`src/rtl/cdc_sched_pkg.sv`:
```
// cdc_sched_pkg: shared state encoding and ID-width helper for the CDC pulse scheduler
package cdc_sched_pkg;
  typedef enum logic [1:0] {IDLE, REQ, REL, GAP} state_e;
  function automatic int id_w(input int n);
    return (n > 1) ? $clog2(n) : 1;
  endfunction
endpackage

```
`src/rtl/cdc_pulse_scheduler_rr_pick.sv`:
```
// rr_pick: combinational round-robin finder of the first set bit at or after ptr_i, with wrap
module rr_pick
  import cdc_sched_pkg::*;
#(
  parameter int N_REQ = 4
) (
  input  logic [N_REQ-1:0]        nz_i,
  input  logic [id_w(N_REQ)-1:0]  ptr_i,
  output logic                    valid_o,
  output logic [id_w(N_REQ)-1:0]  idx_o
);
  localparam int IW = id_w(N_REQ);
  assign valid_o = |nz_i;
  // scan from the farthest offset down so the nearest hit to ptr_i wins
  always_comb begin
    idx_o = '0;
    for (int k = N_REQ - 1; k >= 0; k--)
      if (nz_i[(int'(ptr_i) + k) % N_REQ]) idx_o = IW'((int'(ptr_i) + k) % N_REQ);
  end
endmodule

```
`src/rtl/cdc_pulse_scheduler.sv`:
```
// cdc_pulse_scheduler: round-robin sharing of one 4-phase fast-to-slow handshake among N_REQ pulse sources (optional watchdog: CDC_SCHED_TIMEOUT_EN)
module cdc_pulse_scheduler
  import cdc_sched_pkg::*;
#(
  parameter int N_REQ       = 4,
  parameter int CNT_W       = 4,
  parameter int GAP_CYC     = 2,
  parameter int TIMEOUT_CYC = 64
) (
  input  logic                   clk,
  input  logic                   rst,
  input  logic [N_REQ-1:0]       req_pulse,
  input  logic                   sync_ack,
  output logic                   sync_req,
  output logic [id_w(N_REQ)-1:0] sync_id,
  output logic                   busy,
  output logic [N_REQ-1:0]       ovf,
  output logic                   timeout_err
);
  localparam int IW = id_w(N_REQ);
  localparam int GW = (GAP_CYC > 1) ? $clog2(GAP_CYC) : 1;
  localparam state_e AFTER = (GAP_CYC == 0) ? IDLE : GAP;

  if (N_REQ < 2 || TIMEOUT_CYC < 1) begin : g_bad_params
    $error("cdc_pulse_scheduler: N_REQ must be >= 2 and TIMEOUT_CYC >= 1");
  end

  state_e           state_q;
  logic [CNT_W-1:0] cnt_q [N_REQ];
  logic [N_REQ-1:0] ovf_q;
  logic [N_REQ-1:0] nz;
  logic [N_REQ-1:0] grant;
  logic [IW-1:0]    rr_ptr_q;
  logic [IW-1:0]    sync_id_q;
  logic [IW-1:0]    pick_idx;
  logic [GW-1:0]    gap_q;
  logic             sync_req_q;
  logic             pick_v;
  logic             wd_hit;

  for (genvar g = 0; g < N_REQ; g++) begin : g_nz
    assign nz[g] = |cnt_q[g];
  end

  rr_pick #(.N_REQ(N_REQ)) u_pick (
    .nz_i   (nz),
    .ptr_i  (rr_ptr_q),
    .valid_o(pick_v),
    .idx_o  (pick_idx)
  );

  assign grant       = (state_q == IDLE && pick_v) ? {{(N_REQ-1){1'b0}}, 1'b1} << pick_idx : '0;
  assign sync_req    = sync_req_q;
  assign sync_id     = sync_id_q;
  assign busy        = state_q != IDLE;
  assign ovf         = ovf_q;

  // pending-event counters: pulse adds, grant removes, saturate and flag overflow at all-ones
  always_ff @(posedge clk or posedge rst)
    if (rst) begin
      for (int i = 0; i < N_REQ; i++) cnt_q[i] <= '0;
      ovf_q <= '0;
    end else begin
      for (int i = 0; i < N_REQ; i++)
        if (req_pulse[i] && !grant[i]) begin
          if (&cnt_q[i]) ovf_q[i] <= 1'b1;
          else cnt_q[i] <= cnt_q[i] + 1'b1;
        end else if (grant[i] && !req_pulse[i]) cnt_q[i] <= cnt_q[i] - 1'b1;
    end

`ifdef CDC_SCHED_TIMEOUT_EN
  localparam int WW = $clog2(TIMEOUT_CYC + 1);
  logic [WW-1:0] wd_q;
  logic          err_q;
  logic          in_hs;
  logic          hs_move;
  assign in_hs       = state_q == REQ || state_q == REL;
  assign wd_hit      = in_hs && (32'(wd_q) == TIMEOUT_CYC - 1);
  assign hs_move     = (state_q == REQ && sync_ack) || (state_q == REL && !sync_ack) || wd_hit;
  assign timeout_err = err_q;
  // watchdog: counts cycles spent in one handshake state, restarts on every state change
  always_ff @(posedge clk or posedge rst)
    if (rst) begin
      wd_q  <= '0;
      err_q <= 1'b0;
    end else begin
      wd_q <= (in_hs && !hs_move) ? wd_q + 1'b1 : '0;
      if (wd_hit) err_q <= 1'b1;
    end
`else
  assign wd_hit      = 1'b0;
  assign timeout_err = 1'b0;
`endif

  // handshake FSM: grant in IDLE, raise req, wait ack, drop req, wait ack release, idle gap
  always_ff @(posedge clk or posedge rst)
    if (rst) begin
      state_q    <= IDLE;
      rr_ptr_q   <= '0;
      sync_req_q <= 1'b0;
      sync_id_q  <= '0;
      gap_q      <= '0;
    end else begin
      case (state_q)
        IDLE: if (pick_v) begin
          state_q    <= REQ;
          sync_req_q <= 1'b1;
          sync_id_q  <= pick_idx;
          rr_ptr_q   <= (int'(pick_idx) == N_REQ - 1) ? '0 : pick_idx + 1'b1;
        end
        REQ: if (wd_hit) begin
          state_q    <= AFTER;
          sync_req_q <= 1'b0;
          gap_q      <= '0;
        end else if (sync_ack) begin
          state_q    <= REL;
          sync_req_q <= 1'b0;
        end
        REL: if (wd_hit || !sync_ack) begin
          state_q <= AFTER;
          gap_q   <= '0;
        end
        GAP: begin
          gap_q <= gap_q + 1'b1;
          if (32'(gap_q) == GAP_CYC - 1) state_q <= IDLE;
        end
        default: state_q <= IDLE;
      endcase
    end
endmodule

```
`config.mk`:
```
export PLATFORM = sky130hd
export DESIGN_NAME = cdc_pulse_scheduler
export DESIGN_NICKNAME = d
export VERILOG_FILES = /design/src/rtl/cdc_sched_pkg.sv /design/src/rtl/cdc_pulse_scheduler_rr_pick.sv /design/src/rtl/cdc_pulse_scheduler.sv
export SDC_FILE = /design/constraint.sdc
export NUM_CORES = 1
export LEC_CHECK = 0
export ABC_AREA = 1
export BUFFER_PORTS_ARGS = -buffer_cell sky130_fd_sc_hd__buf_4
export CAP_MARGIN = 15
export CELL_PAD_IN_SITES_DETAIL_PLACEMENT = 1
export CELL_PAD_IN_SITES_GLOBAL_PLACEMENT = 2
export CORE_MARGIN = 2
export CORE_UTILIZATION = 39
export CTS_BUF_LIST = sky130_fd_sc_hd__clkbuf_16
export DETAILED_ROUTE_END_ITERATION = 6
export PLACE_DENSITY_LB_ADDON = 0.12
export SLEW_MARGIN = 5
export SYNTH_ARGS = -nofsm -noshare
export SYNTH_HDL_FRONTEND = slang
export SYNTH_SLANG_ARGS = --single-unit
```
`constraint.sdc`:
```
create_clock -name clk -period 7.6 [get_ports clk]
set_clock_uncertainty 0.15 [all_clocks]
set_input_delay 1.52 -clock clk [delete_from_list [all_inputs] [get_ports clk]]
set_output_delay 1.52 -clock clk [all_outputs]
set_load 0.02 [all_outputs]
```
==> impl_results.md, run 1 <==
- Status: finished, final reports clean
- Share of cells above drive strength 1: between 10% and 20%
- Drt pass-1 iters: 4
- GPL Wtd Cong: 0.821
- Fmax: 301 MHz
- # rows: 26
- Worst R2R Start: rr_ptr_q[0]$_DFFE_PP0P_
- Post-route setup slack: 4.28 ns
- Core Util, Final: between 40% and 50%
- Setup_tns: 0 ns
- Critical Path RT: 7.61 ns
- Total track usage: roughly 16%
- Total CTS buffers: 3
- Slew Viols, Final: 0
- H-tree levels: 1
- Worst Hold Path EP: ovf[1]$_DFFE_PP0P_
- Hold Vio Cnt, Final: 0
- RSZ-0062 raised after global routing: false
- Post-place setup slack: 4.34 ns
- Area growth syn-to-layout: 14.2%
- Syn Area/Cell: between 8 and 9 um^2
- Largest net degree at the start of global routing: 29
- Core ar.: 5040 um^2
- Crit. End Element: register
- Hold Buf Count CTS: 0
- Maxcap violations: 0
- Avg Vias per Cell: between 4 and 5
- LEAKAGE: about 0.0011 uW
- Crit path DAT: between 3 and 4 ns
- Worst skew pair latency: ~0.27 ns
- Setup bufs post-CTS: 0
- Residual DRC count: 0
- Total wire length: approximately 4.3 mm
- CTS max path bufs: 2
- Pwr dens: 494 nW/um^2
- Synth Instances: 240
- Dominant cells by area after synthesis: dfrtp_1, ha_1, nand2_1, nand3_1, inv_1
- Root Driver: clkbuf_16
- Post-synthesis cell type count: 27
- Final setup vio count: 0
- Initial antenna violation count: 0
- Yosys top cell by area: dfrtp_1
- Seq/Total Area, Yosys: 34.6%
- Initial detailed-routing violation count: 45
- Die Height: 76.0 um
- Routed via count: ~1600
- First-pass GRT wire length: between 7 and 8 mm
- Port Buffer Count: 14
- N_diodes: 0
- Worst-margin pin slew: slightly above 0.5 ns
- Mapped cell area: 2020 um^2
- DP HPWL: 3.38 mm
- # clock sinks: 28
- Clk slew on worst S/H paths: ~0.080 ns
- Final Critical Period: ~3.3 ns
- Period utilization: about 44%
- GRT overflow: 0
- DRT antenna net count: 0
- Drt wl/cell: between 10 and 15 um
- Hold Crit Class: reg2reg
- Crit-path max FO: 9
- Top cell type's share of synthesized area: 34.6%
- Crit start category: register
- IR drop worst, VDD: about 0.00018 V
- I/O pin cnt: 16
- Post-Layout Cell Count: 327
- Yosys reg bits: 28
- Worst relative slew slack: 66.4%
- Setup CP Type: reg2reg
- Worst Min Path Start: ovf[1]$_DFFE_PP0P_
- DIE WIDTH: roughly 76 um
- Final net count: roughly 290
- Number of global-route vias before repair: 1737
- Final Total Pwr: 1140 uW
- DIE AREA: around 5800 um^2
- Resize count post-CTS: 0
- Worst reg2reg path depth: 20
- Syn Nets: 268
- Reg-to-reg setup timing slack: 4.28 ns
- CTS tree: done
- Synth warnings: 0
- FF-to-FF End: cnt_q[7]$_DFFE_PP0P_
- Initial Util: roughly two fifths
- Hold Path Stages: 1
- Placed cell count: around 320
registers in the layout, indices dropped and copies added (netlist names):
signal    flops
gap_q         1
rr_ptr_q      2
sync_req      1
ovf           4
sync_id       2
cnt_q        16
state_q       2
report_power, final:
| part | total (uW) | internal (uW) | switching, uW |
|---|---|---|---|
| Combinational | 662 | 266 | 396 |
| Sequential | 321 | 227 | 94.0 |
| Clock | 159 | 105 | 53.7 |
| Total | 1140 | 598 | 544 |
logic make-up after synthesis:
group / share of synthesized area [%]
fa+ha+maj: 14.5
simple gates: 30.5
flops: 34.6
compound gates: 9.46
buf+inv: 6.86
xor+xnor: 3.89
other cells: 0.185
worst max-delay path, stage by stage, from the launching register on:
cell and delay, ns:
dfrtp_1 0.49, xnor2_1 0.28, inv_1 0.10, nand3_1 0.11
nand2_1 0.09, o21bai_1 0.16, nand2_1 0.08, nand2_1 0.15
inv_1 0.08, ha_1 0.21, nand3_4 0.11, nand2_1 0.16
ha_1 0.37, nand2_1 0.08, nand2_1 0.05, a31oi_1 0.18
inv_1 0.06, nand2_1 0.08, nand3_1 0.08, nand2_1 0.08
nand2_1 0.05
cell type report:
cell class	instances	area, um^2
fillers	620	2730
multi-input cells	178	1180
flip-flops and latches	28	701
inverters	32	120
repair buffers	15	113
well taps	70	87.6
clock buffers	3	75.1
clock inverters	1	30.0
how the worst max path moves through the flow:
stage,depth (start not counted),slack [ns],end,start
6_report,20,4.28,cnt_q[7]$_DFFE_PP0P_,rr_ptr_q[0]$_DFFE_PP0P_
5_1_grt,20,3.88,cnt_q[7]$_DFFE_PP0P_,rr_ptr_q[0]$_DFFE_PP0P_
4_1_cts,20,4.27,cnt_q[7]$_DFFE_PP0P_,rr_ptr_q[0]$_DFFE_PP0P_
3_5_place_dp,20,4.34,cnt_q[7]$_DFFE_PP0P_,rr_ptr_q[0]$_DFFE_PP0P_
3_3_place_gp,20,4.38,cnt_q[7]$_DFFE_PP0P_,rr_ptr_q[0]$_DFFE_PP0P_
2_1_floorplan,21,4.73,cnt_q[15]$_DFFE_PP0P_,rr_ptr_q[0]$_DFFE_PP0P_
synth_stat cells, drive strengths merged:
cell type  count
buf            2
xor2           4
ha            17
nor2          16
o21ai         14
o2111ai        1
o21bai         5
o21a           1
xnor2          5
fa             4
dfrtp         28
nor3           1
a21o           1
nand4          9
a31oi          4
nand2         55
nand3         36
a21oi          4
conb           1
inv           32
stage by stage:
step / hold WS [ns] / cell area, um^2
after floorplan: 0.325 / 2020
after detailed placement: 0.314 / 2210
final: 0.332 / 2310
after global placement: 0.313 / 2210
after global routing: 0.355 / 2310
after CTS: 0.341 / 2310
per-layer routing:
metal	part of all wire (%)	track usage, %	wire (um)
met4	0.49	3.82	21
met1	48	21.1	2090
met3	1.2	1.90	54
met5	0	0	0
met2	50	29.4	2150
cells in the final DEF, fill, tap and decap left out, drive strengths merged, types with 3 or more instances in the layout:
cell type   n
a21oi       4
a31oi       4
buf        15
clkbuf      3
dfrtp      28
fa          4
ha         17
inv        32
nand2      55
nand3      36
nand4       9
nor2       16
o21ai      14
o21bai      5
xnor2       5
xor2        4
No activity file was read; power rests on OpenSTA's default activity.
==> run 2, diff against run 1 <==
- CORE_UTILIZATION: 39 -> 36
- clock period: 7.6 -> 3.2 ns (I/O delays scaled with it)
==> run 2 against run 1 <==
Largest power group unchanged. Core utilization increased by 0.83 points. Global-route usage increased by 0.096 points. Worst setup slack got worse by 4.0 ns. First-iteration DRC count increased by 29%. Critical endpoint is now cnt_q[11]$_DFFE_PP0P_.
==> impl_results.md, run 2 (same netlist as run 1, synthesis figures left out) <==
- # rows: 27 (+3.8%)
- N_diodes: 0 (unchanged)
- Initial Util: 37.0% (-3.2 points)
- IR drop worst, VDD: 0.000412 V (+130%)
- Worst skew pair latency: 0.27 ns (about the same)
- Crit-path max FO: 6 (-3)
- Worst R2R Start: rr_ptr_q[0]$_DFFE_PP0P_
- Initial antenna violation count: 0 (unchanged)
- Avg Vias per Cell: 4.92 (-1.2%)
- Critical path's top delay family: simple AND/OR/NAND/NOR gates
- Core Util, Final: 46.7% (+0.83 points)
- GRT overflow: 0 (unchanged)
- Hold Buf Count CTS: 0 (unchanged)
- Port Buffer Count: 14 (unchanged)
- Root Driver: clkbuf_16
- Final net count: 305 (+6.6%)
- Fmax: 338 MHz (+12%)
- Hold Vio Cnt, Final: 0 (unchanged)
- Cell Area, Placed: 2330 um^2 (+5.6%)
- Most used cell, CP: nand2_1
- Total CTS buffers: 3 (unchanged)
- CP max stage cell: dfrtp_2
- Number of global-route vias before repair: 1789 (+3.0%)
- Share of cells above drive strength 1: 29.3% (+13 points)
- LEAKAGE: 0.00122 uW (+7.4%)
- Die Height: 79.0 um (+3.9%)
- Status: finished, final reports clean
- Slew Viols, Final: 0 (unchanged)
- Total track usage: 16.4% (+0.096 points)
- Final setup vio count: 0 (unchanged)
- Post-route cell area: 2550 um^2 (+11%)
- Maxcap violations: 0 (unchanged)
- Most frequent cells in the layout: nand2_1, buf_4, inv_1
- Critical Path RT: 3.21 ns (-4.40 ns)
- GPL Wtd Cong: 0.781 (-4.8%)
- Crit. End Element: register
- Area growth syn-to-layout: 26.1%
- # clock sinks: 28 (unchanged)
- CP Cell Sequence: buf_4 > nand3_1 > nand3_1 > nand2_1 > inv_1 > o21bai_1 > nand2_1 > nand2_2 > ha_2 > nand3_4 > nand2_2 > ha_2 > nand2_1 > nand2_1 > a31oi_4 > inv_1 > nand2_1 > nand3_1 > nand2_1 > nand2_1
- H-tree levels: 1 (unchanged)
- Worst relative slew slack: 64.7% (-1.7 points)
- Pwr dens: 1170 nW/um^2 (+140%)
- Routed via count: 1711 (+5.2%)
- CTS max path bufs: 2 (unchanged)
- Worst path max stage delay: 0.46 ns (-0.03 ns)
- Worst path bufs/invs: 3 (unchanged)
- Clk slew on worst S/H paths: 0.07 ns (about the same)
- DIE WIDTH: 79.0 um (+3.9%)
- RSZ-0062 raised after global routing: true
- Final Critical Period: 2.96 ns (-0.363 ns)
- Crit start category: register
- Fill count: 662 (+6.8%)
- WHS: 0.303 ns (-0.0286 ns)
- Crit path DAT: 2.97 ns (-0.36 ns)
- Residual DRC count: 0 (unchanged)
- Largest Register: cnt_q
- CTS tree: done
- Reg-to-reg setup timing slack: 0.24 ns (-4.04 ns)
- Worst-margin pin slew: 0.529 ns (+0.0251 ns)
- Post-route setup slack: 0.243 ns (-4.04 ns)
- Hold Crit Class: in2async
- Initial detailed-routing violation count: 58 (+29%)
- I/O pin cnt: 16 (unchanged)
- Total wire length: 4.75 mm (+9.9%)
- DIE AREA: 6240 um^2 (+7.9%)
- Max reg flops: 16 (unchanged)
- Period utilization: 92.4% (+49 points)
- First-pass GRT wire length: 8.20 mm (+3.6%)
- Worst reg2reg path depth: 20 (unchanged)
- Post-place setup slack: -0.00882 ns (-4.34 ns)
- Drt wl/cell: 13.6 um (+3.3%)
- DRT antenna net count: 0 (unchanged)
- Setup CP Type: reg2reg
- Most common cell after layout, fill and taps aside: nand2_1
- Drt pass-1 iters: 4 (unchanged)
- Largest net degree at the start of global routing: 29 (unchanged)
- Core ar.: 5470 um^2 (+8.5%)
- FF-to-FF End: cnt_q[11]$_DFFE_PP0P_
- DP HPWL: 3.63 mm (+7.3%)
run 2: area by class of cell:
| cell class | count | area, um^2 | share of cell area, % |
|---|---|---|---|
| multi-input cells | 178 | 1300 | 51.1 |
| repair buffers | 34 | 255 | 10.0 |
| clock inverters | 1 | 3.75 | 0.147 |
| well taps | 72 | 90.1 | 3.53 |
| clock buffers | 3 | 75.1 | 2.94 |
| flip-flops and latches | 28 | 706 | 27.6 |
| inverters | 32 | 120 | 4.70 |
run 2: metal layers:
layer	global-route usage (%)	share of wire, %	up-vias
met1	21.1	47	831
met4	3.62	0.91	0
met3	3.07	1.9	5
met2	28.7	50	10
met5	0	0	-
li1	-	-	865
run 2: timing repair:
item,in CTS,in global routing
setup buffers,0,3
hold endpoints to repair,0,0
cloned,0,0
endpoints found under the setup margin,1,4
pin swaps,0,3
gates resized for setup,3,25
run 2: metrics by stage:
stage / total power, uW / TNS, ns / std cells
6_report: 2990 / 0 / 348
5_1_grt: 3320 / -0.0328 / 348
4_1_cts: 2850 / 0 / 345
3_5_place_dp: 2520 / -0.00882 / 341
3_3_place_gp: 2490 / 0 / 341
2_1_floorplan: 1960 / 0 / 240
run 2: how the worst max path moves through the flow:
stage | from | to | slack (ns) | cells after the start
floorplan | rr_ptr_q[0]$_DFFE_PP0P_ | cnt_q[15]$_DFFE_PP0P_ | 0.33 | 21
global placement | rr_ptr_q[0]$_DFFE_PP0P_ | cnt_q[7]$_DFFE_PP0P_ | 0.06 | 20
detailed placement | rr_ptr_q[0]$_DFFE_PP0P_ | cnt_q[7]$_DFFE_PP0P_ | -0.009 | 20
CTS | cnt_q[11]$_DFFE_PP0P_ | cnt_q[7]$_DFFE_PP0P_ | 0.01 | 22
global route | rr_ptr_q[1]$_DFFE_PP0P_ | cnt_q[11]$_DFFE_PP0P_ | -0.03 | 19
finish | rr_ptr_q[0]$_DFFE_PP0P_ | cnt_q[11]$_DFFE_PP0P_ | 0.24 | 20
run 2: worst register-to-register path, cell delays in order (launching register included):
cell	delay, ns
dfrtp_2	0.46
buf_4	0.17
nand3_1	0.10
nand3_1	0.11
nand2_1	0.08
inv_1	0.05
o21bai_1	0.12
nand2_1	0.09
nand2_2	0.11
ha_2	0.20
nand3_4	0.11
nand2_2	0.13
ha_2	0.31
nand2_1	0.08
nand2_1	0.07
a31oi_4	0.17
inv_1	0.06
nand2_1	0.08
nand3_1	0.08
nand2_1	0.08
nand2_1	0.05
run 2: power by group:
part | leakage [uW] | internal, uW | switching [uW]
logic | 0.000855 | 859 | 1120
registers | 0.000326 | 546 | 168
clock network | 0.0000385 | 168 | 124
==> run 3, diff against run 2 <==
- CORE_ASPECT_RATIO: unset -> 0.7
==> run 3 against run 2 <==
Register-to-register slack worse by 0.07 ns. Global-route usage grew 1.1 points. Non-clock buffer count increased by 4. Clock power increased by 29%. Largest power group unchanged.
==> impl_results.md, run 3 (same netlist as run 1, synthesis figures left out) <==
- CTS max path bufs: 2 (unchanged)
- Final net count: 309 (+1.3%)
- Worst skew pair latency: 0.27 ns (about the same)
- Hold Buf Count CTS: 0 (unchanged)
- Total track usage: 17.5% (+1.1 points)
- Worst reg2reg path depth: 19 (-5.0%)
- Root Driver: clkbuf_16
- Switch Pwr: 1480 uW (+4.8%)
- Critical Path RT: 3.21 ns (about the same)
- Largest Register: cnt_q
- Final setup vio count: 0 (unchanged)
- Drt pass-1 iters: 4 (unchanged)
- Share of cells above drive strength 1: 32.1% (+2.8 points)
- Crit. End Element: register
- CTS tree: done
- Total CTS buffers: 3 (unchanged)
- Combinational Power Share: 65.1% (-1.3 points)
- N_diodes: 0 (unchanged)
- # rows: 22 (-19%)
- DRT antenna net count: 0 (unchanged)
- Area growth syn-to-layout: 30.5%
- Clock power frac: 11.9% (+2.1 points)
- Final Critical Period: 3.03 ns (+0.0726 ns)
- Status: finished, final reports clean
- Hold Crit Class: in2async
- Total wire length: 5.03 mm (+5.9%)
- Maxcap violations: 0 (unchanged)
- Fmax: 330 MHz (-2.4%)
- Worst relative slew slack: 62.7% (-2.0 points)
- Initial antenna violation count: 0 (unchanged)
- DP HPWL: 3.87 mm (+6.4%)
- I/O pin cnt: 16 (unchanged)
- Routed via count: 1700 (-0.64%)
- Most frequent cells in the layout: nand2_1, buf_4, inv_1
- Most common cell after layout, fill and taps aside: nand2_1
- Avg Vias per Cell: 4.83 (-1.8%)
- Period utilization: 94.7% (+2.3 points)
- Setup CP Type: reg2reg
- Max reg flops: 16 (unchanged)
- Hold Vio Cnt, Final: 0 (unchanged)
- Core ar.: 5340 um^2 (-2.4%)
- Port Buffer Count: 14 (unchanged)
- IR drop worst, VDD: 0.000493 V (+20%)
- Number of global-route vias before repair: 1719 (-3.9%)
- Largest net degree at the start of global routing: 29 (unchanged)
- # clock sinks: 28 (unchanged)
- Clk slew on worst S/H paths: 0.07 ns (about the same)
- Register share of total power: 23.1% (-0.8 points)
- Die Height: 66.7 um (-16%)
- Placed cell count: 347 (+1.8%)
- Initial Util: 37.9% (+0.92 points)
- WHS: 0.310 ns (+0.00693 ns)
- Crit path DAT: 3.04 ns (+0.07 ns)
- Worst-margin pin slew: 0.559 ns (+0.0299 ns)
- Post-Layout Cell Count: 352 (+1.1%)
- First-pass GRT wire length: 8.45 mm (+3.1%)
- Crit-path max FO: 5 (-1)
- DIE WIDTH: 93.6 um (+19%)
- Switch share: 46.7% (-0.68 points)
- Pwr dens: 1200 nW/um^2 (+2.8%)
- LEAKAGE: 0.00126 uW (+3.0%)
- GPL Wtd Cong: 0.825 (+5.7%)
- Drt wl/cell: 14.3 um (+4.7%)
- Slew Viols, Final: 0 (unchanged)
- Crit start category: register
- Initial detailed-routing violation count: 65 (+12%)
- Cell Int Power: 1690 uW (+7.7%)
- H-tree levels: 1 (unchanged)
- GRT overflow: 0 (unchanged)
- Residual DRC count: 0 (unchanged)
- DIE AREA: 6250 um^2 (+0.15%)
-- run 3: changes by cell type in the layout (fill, tap and decap cells not counted), sizes merged --
cell | before | now
buf | 34 | 38
bufinv | 0 | 1
clkinv | 1 | 0
-- run 3: power groups by stage --
stage / Clock, uW / Combinational (uW) / Sequential (uW)
global placement: 0 / 1860 / 697
floorplan: 0 / 1200 / 762
detailed placement: 0 / 1880 / 698
finish: 378 / 2070 / 733
CTS: 390 / 1890 / 694
global route: 398 / 2380 / 756
-- run 3: final cells by class --
cell class | instances | area, um^2
Fill cell | 639 | 2700
Tap cell | 72 | 90.1
Clock buffer | 3 | 75.1
Clock inverter | 1 | 30.0
Inverter | 32 | 120
Multi-Input combinational cell | 178 | 1330
Timing Repair Buffer | 38 | 285
Sequential cell | 28 | 707
-- run 3: per-layer routing --
layer | global-route usage, % | wire length (um) | vias to the layer above
met5 | 0 | 0 | -
met4 | 2.17 | 14 | 0
met3 | 3.28 | 107 | 2
met2 | 25.6 | 2130 | 10
met1 | 27.3 | 2780 | 812
li1 | - | - | 876
-- run 3: final timing paths --
check,start,endpoint,slack [ns]
setup / recovery,rr_ptr_q[0]$_DFFE_PP0P_,cnt_q[3]$_DFFE_PP0P_,0.17
hold / removal,rst,ovf[3]$_DFFE_PP0P_,0.31
setup reg to reg,rr_ptr_q[0]$_DFFE_PP0P_,cnt_q[3]$_DFFE_PP0P_,0.17
hold reg to reg,ovf[0]$_DFFE_PP0P_,ovf[0]$_DFFE_PP0P_,0.33
max in group asynchronous,rst,cnt_q[11]$_DFFE_PP0P_,2.29
min in group clk,ovf[0]$_DFFE_PP0P_,ovf[0]$_DFFE_PP0P_,0.33
-- run 3: repair_timing --
item                                    4_1_cts  5_1_grt
setup buffers                                 0        1
resized for setup                             0       33
endpoints found under the hold margin         0        0
endpoints found under the setup margin        0        8
-- run 3: worst max-delay path, cell delays in order, from the launching register on --
cell and delay [ns]:
dfrtp_2 0.47, buf_4 0.16, nand3_1 0.14, nand3_2 0.12, nand2_1 0.13, o21bai_1 0.14, nand2_1 0.10, nand2_2 0.10
ha_2 0.22, nand3_4 0.09, nand2_2 0.14, ha_1 0.28, nand2_1 0.09, nand2_1 0.06, a31oi_2 0.18, inv_1 0.07
nand2_1 0.08, nand3_1 0.08, nand2_1 0.08, nand2_1 0.04
-- run 3: through the flow --
stage | TNS [ns] | total power [uW] | utilization [%] | area [um^2] | setup WS [ns]
3_5_place_dp | 0 | 2570 | 44.4 | 2370 | 0.0258
5_1_grt | -0.214 | 3530 | 49.5 | 2640 | -0.0732
2_1_floorplan | 0 | 1960 | - | 2020 | 0.331
6_report | 0 | 3180 | 49.5 | 2640 | 0.171
3_3_place_gp | 0 | 2550 | 44.4 | 2370 | 0.00215
4_1_cts | 0 | 2970 | 46.4 | 2480 | 0.00157
